## config.mk

```make
export PLATFORM = sky130hd
export DESIGN_NAME = idma_rw_coupler_flat
export DESIGN_NICKNAME = d
export VERILOG_FILES = /design/src/rtl/idma_rw_coupler_if.sv /design/src/rtl/idma_rw_coupler.sv /design/src/flat_wrapper.sv
export SDC_FILE = /design/constraint.sdc
export NUM_CORES = 1
export LEC_CHECK = 0
export CAP_MARGIN = 20
export CORE_ASPECT_RATIO = 1.5
export CORE_MARGIN = 10
export CORE_UTILIZATION = 25
export DETAILED_ROUTE_END_ITERATION = 10
export GPL_ROUTABILITY_DRIVEN = 0
export GPL_TIMING_DRIVEN = 0
export PLACE_DENSITY = 0.42
export SETUP_SLACK_MARGIN = 0.4
export SYNTH_ARGS = -nofsm -noshare
export SYNTH_HDL_FRONTEND = slang
export SYNTH_SLANG_ARGS = --single-unit
```

## constraint.sdc

```tcl
create_clock -name clk_i -period 9.07 [get_ports clk_i]
set_clock_uncertainty 0.2 [all_clocks]
set_input_delay 2.2675 -clock clk_i [delete_from_list [all_inputs] [get_ports clk_i]]
set_output_delay 2.2675 -clock clk_i [all_outputs]
set_load 0.05 [all_outputs]
```

## src/rtl/idma_rw_coupler_if.sv

```systemverilog
// AW channel bundle shared by the upstream and downstream sides of the
// read/write coupler. The master side drives payload, valid and the
// decoupled sideband; the slave side answers with ready.
interface idma_rw_coupler_if #(
    parameter type aw_t = logic
);
    aw_t  req;
    logic valid;
    logic ready;
    logic decouple;

    modport master (output req, output valid, output decouple, input ready);
    modport slave  (input req, input valid, input decouple, output ready);
endinterface

```

## src/rtl/idma_rw_coupler.sv

```systemverilog
// Read/write coupler: holds back write AWs until the matching read data has
// started (first beat) or reached a beat threshold. Read-side events mint
// credits, credited AWs spend them; decoupled AWs and bypass mode skip the
// credit gate entirely.
module idma_rw_coupler #(
    parameter int unsigned NumAxInFlight = 2,
    parameter int unsigned AddrWidth     = 24,
    parameter int unsigned UserWidth     = 1,
    parameter int unsigned AxiIdWidth    = 1,
    parameter int unsigned LenWidth      = 8,
    parameter type         axi_aw_chan_t = logic,
    localparam int unsigned IdxW = (NumAxInFlight > 1) ? $clog2(NumAxInFlight) : 1,
    localparam int unsigned CntW = IdxW + 1
) (
    input  logic                       clk_i,
    input  logic                       rst_ni,
    input  logic                       testmode_i,
    input  logic [1:0]                 mode_i,
    input  logic [LenWidth-1:0]        threshold_i,
    input  logic                       r_rsp_valid_i,
    input  logic                       r_rsp_ready_i,
    input  logic                       r_rsp_first_i,
    input  logic                       r_rsp_last_i,
    input  logic                       r_decouple_aw_i,
    idma_rw_coupler_if.slave           aw_in,
    idma_rw_coupler_if.master          aw_out,
    output logic [CntW-1:0]            credit_o,
    output logic                       overflow_o,
    output logic                       busy_o
);

    localparam int unsigned BcW = LenWidth + 1;
    localparam logic [1:0]      ModeFirst  = 2'd1;
    localparam logic [1:0]      ModeThresh = 2'd2;
    localparam logic [CntW-1:0] MaxCnt     = CntW'(NumAxInFlight);
    localparam logic [IdxW-1:0] LastIdx    = IdxW'(NumAxInFlight - 1);
    localparam logic [BcW-1:0]  BcMax      = {BcW{1'b1}};

    // AW field widths only describe the payload type carried through here.
    localparam int unsigned unused_aw_widths = AddrWidth + UserWidth + AxiIdWidth;

    // The inline FIFO has no test-mode dependent structure.
    logic unused_testmode_s;
    assign unused_testmode_s = testmode_i;

    // State
    axi_aw_chan_t           mem_q [NumAxInFlight];
    axi_aw_chan_t           mem_d [NumAxInFlight];
    logic [NumAxInFlight-1:0] dec_q, dec_d;
    logic [IdxW-1:0]        wptr_q, wptr_d, rptr_q, rptr_d;
    logic [CntW-1:0]        fifo_cnt_q, fifo_cnt_d;
    logic [CntW-1:0]        credit_q, credit_d;
    logic                   overflow_q, overflow_d;
    logic [BcW-1:0]         bc_q, bc_d;
    logic                   released_q, released_d;

    // Combinational helpers
    logic                   rb_s, release_s, hit_s;
    logic [BcW:0]           bc_plus_s, thr_eff_s;
    logic                   bypass_s, head_valid_s, head_dec_s;
    logic                   aw_valid_s, aw_ready_s, push_s, pop_s, consume_s, rel_eff_s;

    // Release event detection from the observed R beats.
    always_comb begin
        rb_s       = r_rsp_valid_i & r_rsp_ready_i & ~r_decouple_aw_i;
        bc_plus_s  = {1'b0, bc_q} + {{BcW{1'b0}}, 1'b1};
        thr_eff_s  = (threshold_i == '0) ? {{BcW{1'b0}}, 1'b1} : {2'b00, threshold_i};
        hit_s      = (bc_plus_s == thr_eff_s);
        release_s  = 1'b0;
        bc_d       = bc_q;
        released_d = released_q;
        case (mode_i)
            ModeFirst: begin
                release_s = rb_s & r_rsp_first_i;
            end
            ModeThresh: begin
                if (rb_s) begin
                    release_s = ~released_q & (hit_s | r_rsp_last_i);
                    if (r_rsp_last_i) begin
                        bc_d       = '0;
                        released_d = 1'b0;
                    end else begin
                        if (bc_q != BcMax) begin
                            bc_d = bc_q + {{LenWidth{1'b0}}, 1'b1};
                        end else begin
                            bc_d = bc_q;
                        end
                        if (release_s) begin
                            released_d = 1'b1;
                        end else begin
                            released_d = released_q;
                        end
                    end
                end else begin
                    release_s = 1'b0;
                end
            end
            default: begin
                release_s = 1'b0;
            end
        endcase
    end

    // AW gating: head of the hold-back FIFO is offered once it may pass.
    always_comb begin
        bypass_s     = (mode_i != ModeFirst) && (mode_i != ModeThresh);
        head_valid_s = (fifo_cnt_q != '0);
        head_dec_s   = dec_q[rptr_q];
        aw_valid_s   = head_valid_s & (head_dec_s | bypass_s | (credit_q != '0));
        pop_s        = aw_valid_s & aw_out.ready;
        aw_ready_s   = (fifo_cnt_q != MaxCnt) | pop_s;
        push_s       = aw_in.valid & aw_ready_s;
        consume_s    = pop_s & ~head_dec_s & ~bypass_s;
        rel_eff_s    = release_s & ~bypass_s;
    end

    // FIFO storage, pointers and fill level.
    always_comb begin
        mem_d  = mem_q;
        dec_d  = dec_q;
        wptr_d = wptr_q;
        rptr_d = rptr_q;
        if (push_s) begin
            mem_d[wptr_q] = aw_in.req;
            dec_d[wptr_q] = aw_in.decouple;
            wptr_d        = (wptr_q == LastIdx) ? '0 : wptr_q + {{(IdxW-1){1'b0}}, 1'b1};
        end else begin
            wptr_d = wptr_q;
        end
        if (pop_s) begin
            rptr_d = (rptr_q == LastIdx) ? '0 : rptr_q + {{(IdxW-1){1'b0}}, 1'b1};
        end else begin
            rptr_d = rptr_q;
        end
        case ({push_s, pop_s})
            2'b10:   fifo_cnt_d = fifo_cnt_q + {{(CntW-1){1'b0}}, 1'b1};
            2'b01:   fifo_cnt_d = fifo_cnt_q - {{(CntW-1){1'b0}}, 1'b1};
            default: fifo_cnt_d = fifo_cnt_q;
        endcase
    end

    // Credit counter; a release at the ceiling is dropped and flagged.
    always_comb begin
        credit_d   = credit_q;
        overflow_d = overflow_q;
        if (rel_eff_s && !consume_s) begin
            if (credit_q == MaxCnt) begin
                overflow_d = 1'b1;
            end else begin
                credit_d = credit_q + {{(CntW-1){1'b0}}, 1'b1};
            end
        end else if (consume_s && !rel_eff_s) begin
            credit_d = credit_q - {{(CntW-1){1'b0}}, 1'b1};
        end else begin
            credit_d = credit_q;
        end
    end

    // State registers with asynchronous clear.
    always_ff @(posedge clk_i or negedge rst_ni) begin
        if (!rst_ni) begin
            mem_q      <= '{default: '0};
            dec_q      <= '0;
            wptr_q     <= '0;
            rptr_q     <= '0;
            fifo_cnt_q <= '0;
            credit_q   <= '0;
            overflow_q <= 1'b0;
            bc_q       <= '0;
            released_q <= 1'b0;
        end else begin
            mem_q      <= mem_d;
            dec_q      <= dec_d;
            wptr_q     <= wptr_d;
            rptr_q     <= rptr_d;
            fifo_cnt_q <= fifo_cnt_d;
            credit_q   <= credit_d;
            overflow_q <= overflow_d;
            bc_q       <= bc_d;
            released_q <= released_d;
        end
    end

    assign aw_in.ready     = aw_ready_s;
    assign aw_out.valid    = aw_valid_s;
    assign aw_out.req      = mem_q[rptr_q];
    assign aw_out.decouple = head_dec_s;
    assign credit_o        = credit_q;
    assign overflow_o      = overflow_q;
    assign busy_o          = (fifo_cnt_q != '0) | (credit_q != '0) | (bc_q != '0) | released_q;

endmodule
```

## src/flat_wrapper.sv

```systemverilog
// flat-port wrapper written by rule: the top's interface ports become plain ports
module idma_rw_coupler_flat 
#(
    parameter int unsigned NumAxInFlight = 2,
    parameter int unsigned AddrWidth     = 24,
    parameter int unsigned UserWidth     = 1,
    parameter int unsigned AxiIdWidth    = 1,
    parameter int unsigned LenWidth      = 8,
    parameter type         axi_aw_chan_t = logic,
    localparam int unsigned IdxW = (NumAxInFlight > 1) ? $clog2(NumAxInFlight) : 1,
    localparam int unsigned CntW = IdxW + 1
)
  (clk_i, rst_ni, testmode_i, mode_i, threshold_i, r_rsp_valid_i, r_rsp_ready_i, r_rsp_first_i, r_rsp_last_i, r_decouple_aw_i, credit_o, overflow_o, busy_o, aw_in_req, aw_in_valid, aw_in_decouple, aw_in_ready, aw_out_req, aw_out_valid, aw_out_decouple, aw_out_ready);
  idma_rw_coupler_if aw_in_i ();
  idma_rw_coupler_if aw_out_i ();
  input  logic clk_i;
  input  logic rst_ni;
  input  logic testmode_i;
  input  logic [1:0] mode_i;
  input  logic [LenWidth-1:0] threshold_i;
  input  logic r_rsp_valid_i;
  input  logic r_rsp_ready_i;
  input  logic r_rsp_first_i;
  input  logic r_rsp_last_i;
  input  logic r_decouple_aw_i;
  output logic [CntW-1:0] credit_o;
  output logic overflow_o;
  output logic busy_o;
  input wire logic [$bits(aw_in_i.req)-1:0] aw_in_req;
  input wire logic [$bits(aw_in_i.valid)-1:0] aw_in_valid;
  input wire logic [$bits(aw_in_i.decouple)-1:0] aw_in_decouple;
  output wire logic [$bits(aw_in_i.ready)-1:0] aw_in_ready;
  output wire logic [$bits(aw_out_i.req)-1:0] aw_out_req;
  output wire logic [$bits(aw_out_i.valid)-1:0] aw_out_valid;
  output wire logic [$bits(aw_out_i.decouple)-1:0] aw_out_decouple;
  input wire logic [$bits(aw_out_i.ready)-1:0] aw_out_ready;
  assign aw_in_i.req = aw_in_req;
  assign aw_in_i.valid = aw_in_valid;
  assign aw_in_i.decouple = aw_in_decouple;
  assign aw_in_ready = aw_in_i.ready;
  assign aw_out_req = aw_out_i.req;
  assign aw_out_valid = aw_out_i.valid;
  assign aw_out_decouple = aw_out_i.decouple;
  assign aw_out_i.ready = aw_out_ready;
  idma_rw_coupler #(.NumAxInFlight(NumAxInFlight), .AddrWidth(AddrWidth), .UserWidth(UserWidth), .AxiIdWidth(AxiIdWidth), .LenWidth(LenWidth), .axi_aw_chan_t(axi_aw_chan_t)) u_core (.clk_i(clk_i), .rst_ni(rst_ni), .testmode_i(testmode_i), .mode_i(mode_i), .threshold_i(threshold_i), .r_rsp_valid_i(r_rsp_valid_i), .r_rsp_ready_i(r_rsp_ready_i), .r_rsp_first_i(r_rsp_first_i), .r_rsp_last_i(r_rsp_last_i), .r_decouple_aw_i(r_decouple_aw_i), .aw_in(aw_in_i), .aw_out(aw_out_i), .credit_o(credit_o), .overflow_o(overflow_o), .busy_o(busy_o));
endmodule
```

### After elaboration in Yosys (flattened, before gate mapping)

Cells that the tools add are included.

* output and inout bits: 8
* register bits: 21
* bits of input ports: 22
* word-level logic and storage cells: 101

* add/subtract/negate cells: 8
* reductions and logical operators: 19
* multiplexer cells: 24
* order comparisons: 6
* bitwise gates (word level): 23
* eq/ne operators: 11

Operators with widths (count)
* two-way mux 9 bit: 2
* two-way mux 1 bit: 12
* nonzero test 2 bit: 6
* adder 9 x 1 -> 10 bit (second input constant): 1
* bitwise AND 1 bit: 10
* == test 10 bit: 1
* adder 9 x 1 -> 9 bit (second input constant): 1
* inequality test 9 bit (second input constant): 1
* nonzero test 9 bit: 1
* logical NOT 8 bit: 1
* two-way mux 8 bit: 1
* bitwise OR 1 bit: 7
* == test 2 bit (second input constant): 3
* two-way mux 2 bit: 3
* inequality test 2 bit (second input constant): 3
* AND reduction 3 bit: 2
* logical AND 1 bit: 5
* adder 2 x 1 -> 2 bit (second input constant): 2
* bitwise mux 2 bit: 2
* == test 2 x 1 -> 1 bit (second input constant): 2
* >= comparator 2 bit (second input constant): 2
* less-than comparator 1 x 2 -> 1 bit (second input constant): 2
* inverter 1 bit: 4
* inverter 1 -> 2 bit: 2
* other kinds (10): 15

### Depth between registers and ports, before layout

* depth after elaboration: 12
* mapped depth: 11
* mapped depth without buffers: 11

### Worst setup path before layout

No wires, ideal clock.

* kind: input to output
* start point: input port mode_i[0]
* end point: output port aw_in_ready
* required time: 6602 ps
* buffers on the path: 0
* setup slack: 2379 ps
* cell stages on the path: 6
* arrival time: 4223 ps
* cell sequence: inv_1 ha_1 nor3_1 a21oi_1 nand2_1 nand3b_1

* word-level cells in the longest chain between the ends: 7
* elaborated cells between the ends (all ways): 8
* those cells by class: 2 x eq/ne; 5 x bitwise; 1 x reduce/logical

RTL lines
* from (decl): line flat_wrapper.sv:19 `input logic [1:0] mode_i;`
* inequality test 2 x 1 -> 1 bit or inequality test 2 bit (tied branches): line idma_rw_coupler.sv:106 `bypass_s = (mode_i != ModeFirst) && (mode_i != ModeThresh);`
* logical AND 1 bit *: line idma_rw_coupler.sv:106
* bitwise OR 1 bit * (2 in series): line idma_rw_coupler.sv:109 `aw_valid_s = head_valid_s & (head_dec_s | bypass_s | (credit_q != '0));`
* bitwise AND 1 bit *: line idma_rw_coupler.sv:109
* net aw_out_valid: line flat_wrapper.sv:34 `output wire logic [$bits(aw_out_i.valid)-1:0] aw_out_valid;`
* bitwise AND 1 bit *: line idma_rw_coupler.sv:110 `pop_s = aw_valid_s & aw_out.ready;`
* bitwise OR 1 bit *: line idma_rw_coupler.sv:111 `aw_ready_s = (fifo_cnt_q != MaxCnt) | pop_s;`
* to (decl): line flat_wrapper.sv:32 `output wire logic [$bits(aw_in_i.ready)-1:0] aw_in_ready;`

Mark *: on every way through the listed nets, which the timed path passes. The rest lies on a longest branch.

### Worst setup path after layout

* start point: input port mode_i[0]
* end point: output port aw_in_ready

* word-level cells in the longest chain between the ends: 7
* elaborated cells between the ends (all ways): 8
* those cells by class: 2 x eq/ne; 5 x bitwise; 1 x reduce/logical

RTL lines (line)
* inequality test 2 x 1 -> 1 bit or inequality test 2 bit (tied branches): idma_rw_coupler.sv:106
* logical AND 1 bit *: idma_rw_coupler.sv:106
* bitwise OR 1 bit * (2 in series): idma_rw_coupler.sv:109
* bitwise AND 1 bit *: idma_rw_coupler.sv:109
* bitwise AND 1 bit *: idma_rw_coupler.sv:110
* bitwise OR 1 bit *: idma_rw_coupler.sv:111

Mark *: on every way between the ends. The rest lies on a longest branch, timed or not.

==> impl_metrics.ini <==
[critical_path]
worst-r2r-cell-count = 11
critPathBufInv = 3
r2r_slack_ns = 5.59
path_cells = clkdlybuf4s50_1 > inv_1 > ha_1 > nor3_1 > a21oi_1 > nand2_1 > nand3b_1 > clkdlybuf4s50_1
cp_num_cells = 8
critPathMaxFanout = 4
cp_data_required_time_ns = 6.60
worst_path_most_repeated_cell = clkdlybuf4s50_1
r2r-start = u_core.bc_q[2]$_DFFE_PN0P_
crit_type = in2out
cpPeakStageDelay_ns = 0.82
timing.rr.end = u_core.credit_o[0]$_DFFE_PN0P_
critPathArrivalTime_ns = 4.47
critPathTopFamily = buffers and inverters
critPathLaunchType = input port
crit_start = mode_i[0]
critPathCaptureType = output port
cpMaxStageDelayCell = clkdlybuf4s50_1

[sta]
tightest_slew_ns = 0.699
period_share_pct = 76.5
whs_ns = 0.288
finalHoldViolations = 0
slew_headroom_pct = 53.0
worst_slack_ns = 2.13
fmax_mhz = 144
finalMaxSlewViolations = 0
setup-tns-final_ns = 0
fin_crit_ns = 6.94
finalSetupViolations = 0
rsz0062_at_grt = no

[clock_tree]
cts_hold_buf = 0
cts.sinks = 21
cts-resized-gates = 0
cts-root-buf = clkbuf_8
ctsLongestPathBuffers = 2
clkTransAtPathRegs_ns = 0.08
tritoncts = built
worstSkewPairLatency_ns = 0.26
post_cts_buffers = 0
cts_buffers = 3
cts_max_level = 1

[floorplanning]
start_util_pct = 25.9
die-area_sq_mm = 0.00923
io_pins = 30
dieWidth_microns = 81.9
rows = 33
placeableCoreArea_sq_mm = 0.00553
die_h_microns = 113

[grt]
met1_usage_pct = 8.96
top_usage_layer = met2
grtUsageMet2_pct = 14.2
grt_pass1_vias = 1293
grt_use_total_pct = 8.16
grt_max_degree = 22
antenna_found_initial = 0
grt_pass1_wl_microns = 6030
grtUsageMet3_pct = 2.54
globalRoute.totalOverflow = 0

[synthesis]
synth.yosys.seq_area_share_pct = 36.6
ys.warnings.count = 0
ys.flop_type = dfrtp_1
synth_fp_nets = 179
synth_area_per_cell_sq_um = 9.44
syn_inst = 152
synth-async-reset-ratio_pct = 100
mappedNetlistArea_sq_mm = 0.00144
synth_edf_count = 0
synth_cell_type_count = 43
ys_seq_elements = 21

[hold_path]
hp-class = reg2reg
hp-start = u_core.overflow_o$_DFFE_PN0P_
hold_depth = 1
hold_path_end = u_core.overflow_o$_DFFE_PN0P_

[finish]
drive_gt1_share_pct = 12.4
nFillCells = 602
fin_nets = 213
antenna_cells = 0
syn2layout_area_growth_pct = 30.6

[route]
drc_errors = 0
drt_first_pass_iters = 4
ant_nets = 0
vias = 1242
routed_wirelength_microns = 3780
drtIter0Drc = 89
wl_per_cell_microns = 14.8
avgViaCountPerCell = 4.87

[flow_run]
drv_cap = 0

[place]
dp_hpwl_microns = 3030
place_ws_ns = 2.13
port_buffers = 28

[power_and_ir_drop]
p_leak_nw = 0.768
power_density_mw_per_mm2 = 229
irDropWorstVdd_uv = 179

[run_status]
status = finished, final reports clean
==> cell type report <==
type                    count  area (sq um)  area share [%]
flip-flops and latches     21           526            28.0
clock inverters             1          5.00           0.267
well taps                  70          87.6            4.67
plain buffers               3          13.8           0.734
multi-input cells         118           858            45.8
inverters                  10          37.5            2.00
clock buffers               3          41.3            2.20
repair buffers             29           305            16.3
==> logic make-up after synthesis <==
family	count (synthesis)	share of synthesized area (%)
buf+inv	13	3.57
compound gates	34	18.5
flops	21	36.6
xor+xnor	14	8.54
simple gates	56	21.6
fa+ha+maj	5	4.36
mux	9	6.80
==> cells in the mapped netlist, drive strengths merged, types with 2 or more instances <==
master | number | area share [%]
nor4 | 3 | 1.3
dfrtp | 21 | 37
nand3 | 9 | 3.5
nand2 | 10 | 2.6
buf | 2 | 0.70
nor2 | 11 | 2.9
nand4 | 2 | 0.87
nand4b | 2 | 1.2
inv | 10 | 2.6
or3 | 3 | 1.3
xor2 | 4 | 2.4
ha | 5 | 4.4
a211oi | 2 | 1.0
and3 | 3 | 1.4
and2 | 2 | 0.87
nor3b | 2 | 1.0
mux2 | 6 | 4.7
mux2i | 3 | 2.1
xnor2 | 10 | 6.1
o41ai | 2 | 1.2
o21ai | 11 | 3.8
a21o | 2 | 1.0
a22o | 3 | 1.8
nor3 | 3 | 1.0
a21oi | 5 | 1.7
==> metrics by stage <==
step | instances | power [W] | util [%] | instance area (sq um)
after floorplan | 152 | 0.000298 | - | 1440
after global placement | 250 | 0.000369 | 32.6 | 1800
after detailed placement | 250 | 0.000371 | 32.6 | 1800
after CTS | 254 | 0.000437 | 33.4 | 1850
after global routing | 255 | 0.000463 | 33.9 | 1870
final | 255 | 0.000430 | 33.9 | 1870
==> power by group <==
| part | switching [W] | internal, W | total (W) |
|---|---|---|---|
| Sequential | 0.0000263 | 0.000121 | 0.000147 |
| Clock | 0.0000319 | 0.0000306 | 0.0000625 |
| Combinational | 0.000129 | 0.0000916 | 0.000221 |
| Total | 0.000187 | 0.000243 | 0.000430 |
==> worst max-delay path by stage <==
stage / end / slack (ns)
2_1_floorplan: aw_in_ready / 2.38
3_3_place_gp: aw_in_ready / 2.10
3_5_place_dp: aw_in_ready / 2.13
4_1_cts: aw_in_ready / 2.10
5_1_grt: aw_in_ready / 2.00
6_report: aw_in_ready / 2.13
==> placed cells by master (no fill, tap or decap), types with 4 or more instances in the layout <==
master,count
a21oi_1,5
mux2_2,6
o21ai_0,11
clkdlybuf4s50_1,28
nand3_1,8
xor2_1,4
inv_1,10
nor2_1,11
dfrtp_1,21
xnor2_1,10
nand2_1,10
ha_1,5
==> state kept, by name (all words and copies together), names as in the netlist <==
register / flops
u_core.bc_q: 9
u_core.mem_q: 2
u_core.overflow_o: 1
u_core.dec_q: 2
u_core.released_q: 1
u_core.rptr_q: 1
u_core.wptr_q: 1
u_core.fifo_cnt_q: 2
u_core.credit_o: 2
==> metal layers <==
metal,share of wire (%),vias up
li1,-,618
met5,0,-
met1,41,589
met2,52,33
met3,6.9,2
met4,0.66,0
No activity file was read; power rests on OpenSTA's default activity.
